File: src/rtl/camera_capture.sv
// Single-frame camera capture: requests bytes from the camera, buffers them in a small FIFO and
// re-emits them as a coordinate-tagged ready/valid stream. Define CAM_CAPTURE_ERR_EN for the err port.
module camera_capture #(
  parameter int IMG_W      = 8,
  parameter int IMG_H      = 8,
  parameter int FIFO_DEPTH = 4
) (
  input  logic       clk,
  input  logic       rst_n,
  input  logic       start,
  input  logic       cam_valid,
  input  logic [7:0] cam_data,
  output logic       camera_en,
  output logic       busy,
  output logic       done,
  output logic       pix_valid,
  input  logic       pix_ready,
  output logic [7:0] pix_data,
  output logic [7:0] pix_x,
  output logic [7:0] pix_y,
  output logic       pix_sof,
`ifdef CAM_CAPTURE_ERR_EN
  output logic       err,
`endif
  output logic       pix_eol
);

  localparam int AW = $clog2(FIFO_DEPTH);
  localparam int CW = AW + 1;
  localparam logic [16:0]   TOTAL   = 17'(IMG_W * IMG_H);
  localparam logic [CW-1:0] DEPTH_C = CW'(FIFO_DEPTH);
  localparam logic [7:0]    X_LAST  = 8'(IMG_W - 1);
  localparam logic [7:0]    Y_LAST  = 8'(IMG_H - 1);

  typedef enum logic [1:0] {S_IDLE, S_CAPTURE, S_DRAIN} state_t;

  state_t        r_state, w_state_next;
  logic [16:0]   r_recv_cnt, r_out_cnt, w_recv_next, w_out_next;
  logic [CW-1:0] r_count, w_count_next;
  logic [AW-1:0] r_wr_ptr, r_rd_ptr;
  logic [7:0]    r_mem [FIFO_DEPTH];
  logic          r_camera_en, r_busy, r_done;
  logic [7:0]    r_pix_x, r_pix_y;
  logic          w_push, w_pop, w_start, w_en_next;

  assign w_push  = cam_valid & r_camera_en;
  assign w_pop   = (r_count != '0) & pix_ready;
  assign w_start = start & (r_state == S_IDLE);

  // The enable is computed from next-cycle counts so a granted beat always has FIFO room.
  always_comb begin
    w_recv_next  = w_start ? '0 : r_recv_cnt + {16'd0, w_push};
    w_out_next   = w_start ? '0 : r_out_cnt + {16'd0, w_pop};
    w_count_next = r_count + {{(CW-1){1'b0}}, w_push} - {{(CW-1){1'b0}}, w_pop};
    w_state_next = r_state;
    case (r_state)
      S_IDLE:    if (w_start) w_state_next = S_CAPTURE;
      S_CAPTURE: if (w_recv_next == TOTAL) w_state_next = S_DRAIN;
      S_DRAIN:   if (w_pop && (w_out_next == TOTAL)) w_state_next = S_IDLE;
      default:   w_state_next = S_IDLE;
    endcase
    w_en_next = (w_state_next == S_CAPTURE) && (w_recv_next < TOTAL) && (w_count_next < DEPTH_C);
  end

  always_ff @(posedge clk or negedge rst_n) begin
    if (!rst_n) begin
      r_state     <= S_IDLE;
      r_recv_cnt  <= '0;
      r_out_cnt   <= '0;
      r_count     <= '0;
      r_wr_ptr    <= '0;
      r_rd_ptr    <= '0;
      r_camera_en <= 1'b0;
      r_busy      <= 1'b0;
      r_done      <= 1'b0;
      r_pix_x     <= '0;
      r_pix_y     <= '0;
    end else begin
      r_state     <= w_state_next;
      r_recv_cnt  <= w_recv_next;
      r_out_cnt   <= w_out_next;
      r_count     <= w_count_next;
      r_camera_en <= w_en_next;
      r_busy      <= (w_state_next != S_IDLE);
      r_done      <= (r_state == S_DRAIN) && (w_state_next == S_IDLE);
      if (w_push) r_wr_ptr <= r_wr_ptr + 1'b1;
      if (w_pop) r_rd_ptr <= r_rd_ptr + 1'b1;
      if (w_start) begin
        r_pix_x <= '0;
        r_pix_y <= '0;
      end else if (w_pop) begin
        if (r_pix_x == X_LAST) begin
          r_pix_x <= '0;
          r_pix_y <= (r_pix_y == Y_LAST) ? 8'd0 : r_pix_y + 8'd1;
        end else begin
          r_pix_x <= r_pix_x + 8'd1;
        end
      end
    end
  end

  always_ff @(posedge clk) begin
    if (w_push) r_mem[r_wr_ptr] <= cam_data;
  end

`ifdef CAM_CAPTURE_ERR_EN
  logic r_err;

  // Sticky: unrequested beat outside IDLE, or a requested beat the camera did not deliver.
  always_ff @(posedge clk or negedge rst_n) begin
    if (!rst_n) begin
      r_err <= 1'b0;
    end else if (w_start) begin
      r_err <= 1'b0;
    end else if ((cam_valid && !r_camera_en && (r_state != S_IDLE)) || (!cam_valid && r_camera_en)) begin
      r_err <= 1'b1;
    end
  end

  assign err = r_err;
`endif

  assign camera_en = r_camera_en;
  assign busy      = r_busy;
  assign done      = r_done;
  assign pix_valid = (r_count != '0);
  assign pix_data  = r_mem[r_rd_ptr];
  assign pix_x     = r_pix_x;
  assign pix_y     = r_pix_y;
  assign pix_sof   = pix_valid && (r_pix_x == 8'd0) && (r_pix_y == 8'd0);
  assign pix_eol   = pix_valid && (r_pix_x == X_LAST);

endmodule

File: config.mk
export PLATFORM = sky130hd
export DESIGN_NAME = camera_capture
export DESIGN_NICKNAME = d
export VERILOG_FILES = /design/src/rtl/camera_capture.sv
export SDC_FILE = /design/constraint.sdc
export NUM_CORES = 1
export LEC_CHECK = 0
export BUFFER_PORTS_ARGS = -buffer_cell sky130_fd_sc_hd__buf_4
export CAP_MARGIN = 20
export CORE_MARGIN = 8
export CORE_UTILIZATION = 50
export CTS_CLUSTER_SIZE = 40
export DETAILED_ROUTE_END_ITERATION = 8
export PLACE_DENSITY = 0.69
export SYNTH_ARGS = -nofsm -noshare
export SYNTH_HDL_FRONTEND = slang
export SYNTH_SLANG_ARGS = --single-unit
export TNS_END_PERCENT = 5
File: constraint.sdc
create_clock -name clk -period 6.36 [get_ports clk]
set_input_delay 1.272 -clock clk [delete_from_list [all_inputs] [get_ports clk]]
set_output_delay 1.272 -clock clk [all_outputs]
set_load 0.03 [all_outputs]
-- After elaboration in Yosys (flattened, before gate mapping)
Memory sizes are Yosys's and may differ from the RTL's.
Cells that the tools add are included.
- flip-flop bits (word level): 62
- memory bits (writable): 32
- bits of input ports: 13
- output and inout port bits: 30
- word-level logic and storage cells: 63
- memories kept: 1
- add/subtract/negate cells: 8
- magnitude comparators: 2
- equal/unequal tests: 7
- mux-type cells: 15
- bitwise logic cells: 3
- reductions and logical operators: 16
- memory list (memory ; depth ; bits a word ; rd ports ; clocked after Yosys merged registers in ; wr ports ; line ; source):
    r_mem ; 4 ; 8 ; 1 ; 0 ; 1 ; 41 ; logic [7:0] r_mem [FIFO_DEPTH];
- operator list (operator ; number):
    $mux 8 ; 7
    $add 17x1->17 ; 2
    $eq 17x7->1 const B ; 2
    $mux 17 ; 2
    $lt 17x7->1 const B ; 1
    $add 8x1->8 const B ; 2
    $eq 8x3->1 const B ; 2
    $logic_not 8->1 ; 2
    $logic_and 1x1->1 ; 7
    $mux 2 ; 3
    $pmux 2 s3 ; 1
    $reduce_bool 2->1 ; 3
    $add 2x1->2 const B ; 2
    $eq 2x1->1 const B ; 2
    $logic_not 2->1 ; 2
    $add 3x1->3 ; 1
    $and 1x1->1 ; 3
    $lt 3x3->1 const B ; 1
    $reduce_bool 3->1 ; 1
    $sub 3x1->3 ; 1
    $eq 2x2->1 const B ; 1
    $mux 1 ; 2
    $reduce_and 2->1 ; 1

-- Longest topological paths before layout
Gate-level depths: netlist of run 1.
- word-level depth: 11
- depth in mapped cells: 12
- depth with buffers taken out: 12

-- Least setup slack after synthesis of run 1
OpenSTA, ideal clock, no wires.
- path kind: input port to flip-flop
- start: input pix_ready
- end: register r_busy (netlist: busy)
- library setup time: 124 ps
- data arrival time: 3313 ps
- setup slack: 2922 ps
- stages on the path: 10
- buffers on the path: 0
- cells stage by stage: nand2_1 -> inv_1 -> ha_1 -> and3_4 -> or4_1 -> a2111o_1 -> nor4b_1 -> nand4bb_1 -> o21ai_1 -> nand2_1
- word-level cells in the longest chain between the ends: 8
- RTL lines (item ; line ; source):
    start, declared ; 17 ; input logic pix_ready,
    $and 1x1->1 (*) ; 47 ; assign w_pop = (r_count != '0) & pix_ready;
    net w_pop ; 44 ; logic w_push, w_pop, w_start, w_en_next;
    $add 17x1->17 ; 53 ; w_out_next = w_start ? '0 : r_out_cnt + {16'd0, w_pop};
    $mux 17 ; 53 ;
    $eq 17x7->1 ; 59 ; S_DRAIN: if (w_pop && (w_out_next == TOTAL)) w_state_next = S_IDLE;
    $logic_and 1x1->1 (*) ; 59 ;
    $mux 2 (*) ; 59 ;
    $pmux 2 s3 (*) ; 56 ; case (r_state)
    $reduce_bool 2->1 (*) ; 84 ; r_busy <= (w_state_next != S_IDLE);
    end signal, assigned ; 84 ;
    end, declared ; 42 ; logic r_camera_en, r_busy, r_done;
Mark *: on every way through the listed nets, which the timed path passes. The rest lies on a longest branch.
A chain may end at the register's enable or synchronous reset.

-- Final worst setup path of run 1
Ends and elaborated chain as after synthesis.

==> results.cfg, run 1 <==
[outcome]
run_status = finished, final reports clean

[timing]
unrepaired_setup_endpoints_after_global_routing = false
fmaxAchievable_mhz = 282
slew_viol_final = 0
tightest_slew_ps = 791
max_slew_margin_pct = 47.3
finalSetupViolations = 0
timing.final.hold_violations = 0
fin_tns_setup_ps = 0
final.period_utilization_pct = 55.9
timing.final.crit_period_ps = 3550
fin_worst_skew_ps = 11.1

[floorplanning]
core.rowCount = 35
pin_count = 43
dieArea_mm2 = 0.0126
core_area_mm2 = 0.00911
initial_core_util_pct = 50.7
die_x_um = 112
fp.dieH_um = 112

[drt]
post_drt_via_cell_ratio = 5.56
detail_route.drc_violations = 0
drtAntennaViolNets = 0
routed_wl_um = 8830
route.detailed.wl_per_inst_um = 15.7
iteration_0_drc_count_of_the_detailed_router = 194
drt_pre_antenna_iters = 4
via_count = 3132

[placement]
detailed_place.area_mm2 = 0.00503
globalplace.congestion = 0.800
io_buffers = 42
half_perimeter_wire_length_of_the_detailed_placement_result_um = 6210
numPlacedInstances = 547

[yosys]
seq_area_frac_synth_pct = 54.4
fraction_of_registers_with_async_set_or_reset_after_synthesis_pct = 66.0
mean_cell_area_of_the_mapped_netlist_um2 = 11.4
yosysWarningCount = 0
postSynth.topFlopCell = dfrtp_1
synth_fp_nets = 435
syn_area_mm2 = 0.00462
count_of_different_cell_masters_after_synthesis = 56
synth-edff-count = 32
number_of_instances_in_the_synthesized_netlist = 406
synth-seq-cells = 94

[global_route]
gr-usage-met3_pct = 3.01
grt_overflow_total = 0
global_route_met1_usage_pct = 19.6
antenna_found_initial = 0
pin_count_of_the_biggest_net_entering_global_routing = 63
globalRouteMet2Util_pct = 23.8
groute.usage.overall_pct = 14.9
grt_first_pass_wirelength_um = 15500
grt_most_used_layer = met2
grt_pass1_vias = 3168

[cells_and_area]
antenna_diodes = 0
finish.instance_area_mm2 = 0.00522
post_route_cells_drive_above_1_share_pct = 17.7
nNetsFinal = 476
finalNonFillerCells = 563
synthToLayoutAreaGrowth_pct = 13.0
post-route-util_pct = 57.3

[clocking]
root_buffer = clkbuf_8
cts_tree = done
htree_levels = 3
ctsHoldBuffers = 0
clockBufferDepth = 2
cts_inserted_buffers = 9
clkLatencyLatePin_ps = 360
count_of_buffers_added_by_post_cts_timing_repair_for_setup = 0
cts.repair.resized = 0
post_cts_clock_slew_at_the_launch_and_capture_registers_of_the_worst_setup_and_hold_paths_ps = 90
clock-sinks = 94

[power_and_ir_drop]
vdd_drop_max_mv = 0.216
pwrdens_mw_per_mm2 = 362
post-layout-total-power_mw = 1.89
power.leakage_nw = 2.19

[worst_setup_path]
worst_r2r_startpoint = r_count[1]
crit_path_start_kind = primary input
crit_path_end_kind = register
classification_of_the_worst_setup_path = in -> reg
required_ps = 6600
crit_path_max_fanout = 7
critical_path_arrival_ps = 3790
startpoint = pix_ready

[worst_hold_path]
min-delay-path-class = reg -> reg
timing.hold.worst.start = r_count[0]

[job]
drv_cap = 0
==> final timing paths <==
path	to	cells past startpoint	slack (ps)
worst max-delay path	busy	11	2810
worst min-delay path	r_count[0]	1	510
worst max register to register	busy	11	2870
worst min register to register	r_count[0]	1	510
max in group asynchronous	r_out_cnt[0]	1	4850
min in group asynchronous	r_recv_cnt[13]	1	990
==> layout make-up <==
cell class,instances,area (µm²)
clock buffers,9,124
multi-input cells,282,1990
flip-flops and latches,94,2510
well taps,111,139
fillers,765,3890
inverters,16,60.1
repair buffers,44,330
clock inverters,7,66.3
==> power by group <==
part | switching, mW | total, mW | internal, mW
clock | 0.229 | 0.380 | 0.151
combinational | 0.344 | 0.620 | 0.277
sequential | 0.144 | 0.888 | 0.744
==> state kept, by name, indices dropped and copies added (netlist names) <==
name and cells:
busy 1, camera_en 1, done 1, pix_x 8, pix_y 8, r_count 3, r_mem 32, r_out_cnt 17
r_rd_ptr 2, r_recv_cnt 17, r_state 2, r_wr_ptr 2
==> synthesized netlist by cell type (all sizes together) (7+ instances only) <==
cell,n,area [µm²]
a21oi,12,60.1
nor3,8,40.0
o21ai,30,150
ha,15,188
buf,8,41.3
nand2b,9,56.3
xnor2,20,175
nor2,46,173
xor2,11,96.3
and3,13,86.3
edfxtp,32,961
nand4,7,80.1
nand2,28,105
inv,16,60.1
dfrtp,62,1550
mux4,8,180
nand3,20,105
==> layout by cell type (no fill, tap or decap), types with 2 or more instances in the layout <==
master     n
dfrtp_1   62
nor2_1    46
buf_4     44
edfxtp_1  32
o21ai_0   29
nand2_1   28
xnor2_1   20
nand3_1   19
inv_1     16
ha_1      15
a21oi_1   12
and3_1    12
xor2_1    11
nand2b_1   9
clkbuf_8   9
nor3_1     8
mux4_2     8
or3_1      6
and2_1     5
mux2i_1    5
or4_1      4
nand4_1    4
nor4_1     3
a31oi_1    3
nand4_4    2
nor4_4     2
o31ai_1    2
and4_1     2
o211ai_1   2
inv_6      2
==> critical path: stages <==
cell and delay [ps]:
buf_4 110, nand2_1 130, inv_1 170, ha_1 250
and3_4 210, or4_1 390, a2111o_1 430, nor4b_1 350
nand4bb_1 210, o21ai_1 210, nand2_1 70
==> layer usage <==
metal | routed length [µm] | part of all wire (%)
met1 | 4250 | 48
met2 | 4240 | 48
met3 | 233 | 2.6
met4 | 103 | 1.2
met5 | 0 | 0
==> logic make-up (layout without fill, tap and decap cells) <==
kind of cell               count (synthesis)  count (layout)  share of synthesized area [%]
DFF                                       94              94                           54.4
xor gates and xnor gates                  31              31                           5.88
buffers and inverters                     30              76                           2.68
muxes                                     13              13                           4.99
and+or+nand+nor                          165             165                           20.2
AOI/OAI and AO/OA                         57              57                           7.29
adders and majority gates                 16              16                           4.50
==> through the flow <==
step                      hold slack, ps  setup WS [ps]
after global routing                 544           2610
after detailed placement             498           2450
after global placement               480           2580
final                                511           2810
after CTS                            516           2790
after floorplan                      459           2920
Note: power is estimated with default switching activity, not from simulation.
==> run 2: changes to the inputs <==
- PLACE_DENSITY: 0.69 -> 0.72
- clock period: 6.36 -> 3 ns (I/O delays scaled with it)
==> results.cfg, run 2 (synthesized netlist as in run 1, its figures left out) <==
[floorplanning]
pin_count = 43
dieArea_mm2 = 0.0126
initial_core_util_pct = 50.7
die_x_um = 112
fp.dieH_um = 112
core.rowCount = 35
core_area_mm2 = 0.00911

[drt]
routed_wl_um = 8990
post_drt_via_cell_ratio = 5.47
drt_pre_antenna_iters = 4
route.detailed.wl_per_inst_um = 15.7
via_count = 3140
drtAntennaViolNets = 0
detail_route.drc_violations = 0
iteration_0_drc_count_of_the_detailed_router = 171

[global_route]
grt_first_pass_wirelength_um = 15000
grt_overflow_total = 0
pin_count_of_the_biggest_net_entering_global_routing = 63
groute.usage.overall_pct = 14.7
grt_pass1_vias = 3076
antenna_found_initial = 0

[placement]
half_perimeter_wire_length_of_the_detailed_placement_result_um = 6350
pre_cts_slack_ps = 11.4
detailed_place.area_mm2 = 0.00511
globalplace.congestion = 0.836
io_buffers = 42

[timing]
final.period_utilization_pct = 95.4
max_slew_margin_pct = 47.3
fin_tns_setup_ps = 0
finalSetupViolations = 0
tightest_slew_ps = 790
timing.final.crit_period_ps = 2860
fmaxAchievable_mhz = 349
fin_worst_skew_ps = 14.2
timing.final.hold_violations = 0
unrepaired_setup_endpoints_after_global_routing = false
timing.final.ws_setup_ps = 138
slew_viol_final = 0
holdWs_ps = 313

[cells_and_area]
largest_register_ff_count = 32
post_route_cells_drive_above_1_share_pct = 21.4
most-common-layout-cells = dfrtp_1, buf_4, nor2_1, edfxtp_1, o21ai_0
regMostFlops = r_mem
nNetsFinal = 487
synthToLayoutAreaGrowth_pct = 15.9
regs_by_ff_count = r_mem: 32 flops, r_out_cnt: 17 flops, r_recv_cnt: 17 flops
antenna_diodes = 0
mostFrequentLayoutCell = dfrtp_1
post-route-util_pct = 58.8
finish.instance_area_mm2 = 0.00535

[worst_setup_path]
crit_path_end_kind = register
classification_of_the_worst_setup_path = reg -> reg
r2r_setup_slack_ps = 140
critical_path_arrival_ps = 3110
crit_path_max_fanout = 3
required_ps = 3250
r2r_cells = 11
crit_path_start_kind = register
worst_r2r_startpoint = r_count[0]
startpoint = r_count[0]
cp-endpoint = busy
regToRegEndpoint = busy

[worst_hold_path]
min-delay-path-class = in -> async

[power_and_ir_drop]
power.leakage_nw = 2.24
p_int_mw = 2.56
power.clock.fraction_pct = 20.3
vdd_drop_max_mv = 0.494
sw_frac_of_total_pct = 38.3
pwrdens_mw_per_mm2 = 777
p_switching_mw = 1.59
seq_power_share_pct = 45.4
power_frac_comb_pct = 34.3

[outcome]
run_status = finished, final reports clean

[clocking]
clock-sinks = 94
clockBufferDepth = 2
htree_levels = 3
cts_tree = done
ctsHoldBuffers = 0
post_cts_clock_slew_at_the_launch_and_capture_registers_of_the_worst_setup_and_hold_paths_ps = 110
cts_inserted_buffers = 9
root_buffer = clkbuf_8
clkLatencyLatePin_ps = 370

[job]
drv_cap = 0
-- run 2: area by class of cell --
| cell class | instances | area [µm²] |
|---|---|---|
| inverters | 16 | 60.1 |
| repair buffers | 55 | 413 |
| flip-flops and latches | 94 | 2510 |
| clock buffers | 9 | 124 |
| clock inverters | 7 | 77.6 |
| multi-input cells | 282 | 2030 |
| well taps | 111 | 139 |
| fillers | 737 | 3760 |
-- run 2: repair_timing --
item / 4_1_cts / 5_1_grt
setup buffers: 0 / 1
pin swaps: 0 / 4
setup endpoints to repair: 2 / 3
gates resized for setup: 1 / 6
-- run 2: critical path: stages, from the launching register on --
cell,delay [ps]
dfrtp_1,400
or3_4,380
nand2_2,80
inv_1,70
ha_2,170
and3_4,170
or4_1,400
a2111o_1,380
nor4b_2,230
nand4bb_1,200
o21ai_2,190
nand2_1,70
-- run 2: metal layers --
layer	global-route usage (%)	share of wire [%]	vias to the layer above
met3	3.76	3.2	9
met5	0	0	-
met1	19.1	47	1537
li1	-	-	1558
met2	23.8	48	36
met4	4.32	0.95	0
-- run 2: power by group through the flow --
stage                     Combinational, mW  Clock (mW)  Sequential (mW)
after floorplan                       0.968           0             1.86
after global placement                 1.37           0             1.89
after detailed placement               1.40           0             1.91
after CTS                              1.41       0.857             1.88
after global routing                   1.57       0.916             1.93
final                                  1.42       0.843             1.89
-- run 2: worst min-delay path by stage --
| stage | slack (ps) | to | cells after the start | startpoint |
|---|---|---|---|---|
| finish | 310 | r_recv_cnt[12] | 1 | rst_n |
| global route | 360 | r_recv_cnt[12] | 1 | rst_n |
| CTS | 330 | pix_y[3] | 1 | rst_n |
| detailed placement | 510 | r_count[0] | 1 | r_count[0] |
| global placement | 490 | r_count[0] | 1 | r_count[0] |
| floorplan | 300 | busy | 0 | rst_n |
-- run 2: per-stage QoR --
step           total power [mW]  cells
5_1_grt                    4.42    574
3_3_place_gp               3.26    557
2_1_floorplan              2.83    406
4_1_cts                    4.15    573
6_report                   4.16    574
3_5_place_dp               3.31    557
==> run 3: changes to the inputs <==
- CORE_ASPECT_RATIO: default -> 1.4
==> results.cfg, run 3 (synthesized netlist as in run 1, its figures left out) <==
[cells_and_area]
post_route_cells_drive_above_1_share_pct = 21.3
antenna_diodes = 0
finish.instance_area_mm2 = 0.00543
synthToLayoutAreaGrowth_pct = 17.7
finalNonFillerCells = 572
nNetsFinal = 489
most-common-layout-cells = dfrtp_1, buf_4, nor2_1, edfxtp_1, o21ai_0
fillCellCount = 723
regMostFlops = r_mem
largest_register_ff_count = 32
mostFrequentLayoutCell = dfrtp_1
regs_by_ff_count = r_mem: 32 flops, r_out_cnt: 17 flops, r_recv_cnt: 17 flops

[clocking]
root_buffer = clkbuf_16
clockBufferDepth = 2
ctsHoldBuffers = 0
cts_tree = done
cts_inserted_buffers = 9
count_of_buffers_added_by_post_cts_timing_repair_for_setup = 0
post_cts_clock_slew_at_the_launch_and_capture_registers_of_the_worst_setup_and_hold_paths_ps = 70
htree_levels = 3
clock-sinks = 94
clkLatencyLatePin_ps = 340

[drt]
via_count = 3178
detail_route.drc_violations = 0
route.detailed.wl_per_inst_um = 16.5
drt_pre_antenna_iters = 4
drtAntennaViolNets = 0
post_drt_via_cell_ratio = 5.56
iteration_0_drc_count_of_the_detailed_router = 126
routed_wl_um = 9430

[power_and_ir_drop]
power.leakage_nw = 2.29
sw_frac_of_total_pct = 36.2
pwrdens_mw_per_mm2 = 810
p_int_mw = 2.80
power_frac_comb_pct = 32.3
post-layout-total-power_mw = 4.40
p_switching_mw = 1.59
seq_power_share_pct = 43.0
vdd_drop_max_mv = 0.491
power.clock.fraction_pct = 24.6

[placement]
pre_cts_slack_ps = -59.4
io_buffers = 42
half_perimeter_wire_length_of_the_detailed_placement_result_um = 6700
numPlacedInstances = 556
detailed_place.area_mm2 = 0.00513
globalplace.congestion = 0.819

[worst_setup_path]
critical_path_arrival_ps = 3130
crit_path_start_kind = register
crit_path_end_kind = register
crit_path_max_fanout = 3
required_ps = 3230
classification_of_the_worst_setup_path = reg -> reg
startpoint = r_count[2]
worst_r2r_startpoint = r_count[2]

[timing]
holdWs_ps = 333
max_slew_margin_pct = 47.1
unrepaired_setup_endpoints_after_global_routing = true
timing.final.ws_setup_ps = 103
final.period_utilization_pct = 96.6
slew_viol_final = 0
fin_worst_skew_ps = 4.07
tightest_slew_ps = 793
timing.final.crit_period_ps = 2900
timing.final.hold_violations = 0
fmaxAchievable_mhz = 345
finalSetupViolations = 0

[floorplanning]
core_area_mm2 = 0.00898
dieArea_mm2 = 0.0126
initial_core_util_pct = 51.4
die_x_um = 97.2
core.rowCount = 41
fp.dieH_um = 130
pin_count = 43

[job]
drv_cap = 0

[global_route]
antenna_found_initial = 0
groute.usage.overall_pct = 15.5
grt_first_pass_wirelength_um = 15700
grt_overflow_total = 0
pin_count_of_the_biggest_net_entering_global_routing = 63
grt_pass1_vias = 3174

[worst_hold_path]
min-delay-path-class = in -> async

[outcome]
run_status = finished, final reports clean
## run 3: cell count changes in the layout (fill, tap and decap cells not counted), sizes merged
cell,delta
buf,+2
clkbuf,+1
clkinv,-1
clkinvlp,+1
inv,-1
## run 3: routing by layer
layer / vias up / GRT usage (%) / routed length (µm)
met4: 0 / 5.45 / 112
met3: 8 / 3.51 / 307
li1: 1561 / - / -
met2: 44 / 26.9 / 4840
met5: - / 0 / 0
met1: 1565 / 18.4 / 4160
## run 3: final timing paths
path                                       end  slack [ps]  cells past startpoint
worst max register to register            busy         100                     11
max in group asynchronous             pix_x[3]        2140                      1
worst min-delay path             r_recv_cnt[3]         330                      1
worst max-delay path                      busy         100                     11
worst min register to register  r_recv_cnt[16]         540                      2
min in group clk                   r_mem[0][0]         450                      1
## run 3: power groups by stage
stage / Combinational [mW] / Sequential (mW) / Clock, mW
floorplan: 0.968 / 1.86 / 0
global placement: 1.38 / 1.89 / 0
detailed placement: 1.43 / 1.91 / 0
CTS: 1.45 / 1.89 / 1.11
global route: 1.57 / 1.94 / 1.16
finish: 1.42 / 1.89 / 1.08
## run 3: area by class of cell
type | instances | area, µm² | area share (%)
flip-flops and latches | 94 | 2510 | 46.3
well taps | 107 | 134 | 2.46
repair buffers | 57 | 428 | 7.88
multi-input cells | 282 | 2010 | 37.1
clock buffers | 10 | 229 | 4.22
clock inverters | 6 | 55.1 | 1.01
inverters | 16 | 60.1 | 1.11
## run 3: worst max-delay path, cell delays in order, from the launching register on
cell and delay (ps):
dfrtp_1 390, or3_4 400, nand2_2 80, inv_1 60, ha_2 170, and3_4 170, or4_1 400, a2111o_1 390
nor4b_2 250, nand4bb_1 230, o21ai_2 180, nand2_1 60
## run 3: metrics by stage
stage	util [%]	setup TNS (ps)
6_report	60.5	0
5_1_grt	60.5	-54.6
4_1_cts	60.3	0
3_5_place_dp	57.1	-110
3_3_place_gp	57.1	0
2_1_floorplan	-	0
## run 3: what timing repair did
item / in CTS / in global routing
setup endpoints to repair: 3 / 3
pin swaps: 4 / 2
gates resized for setup: 1 / 4
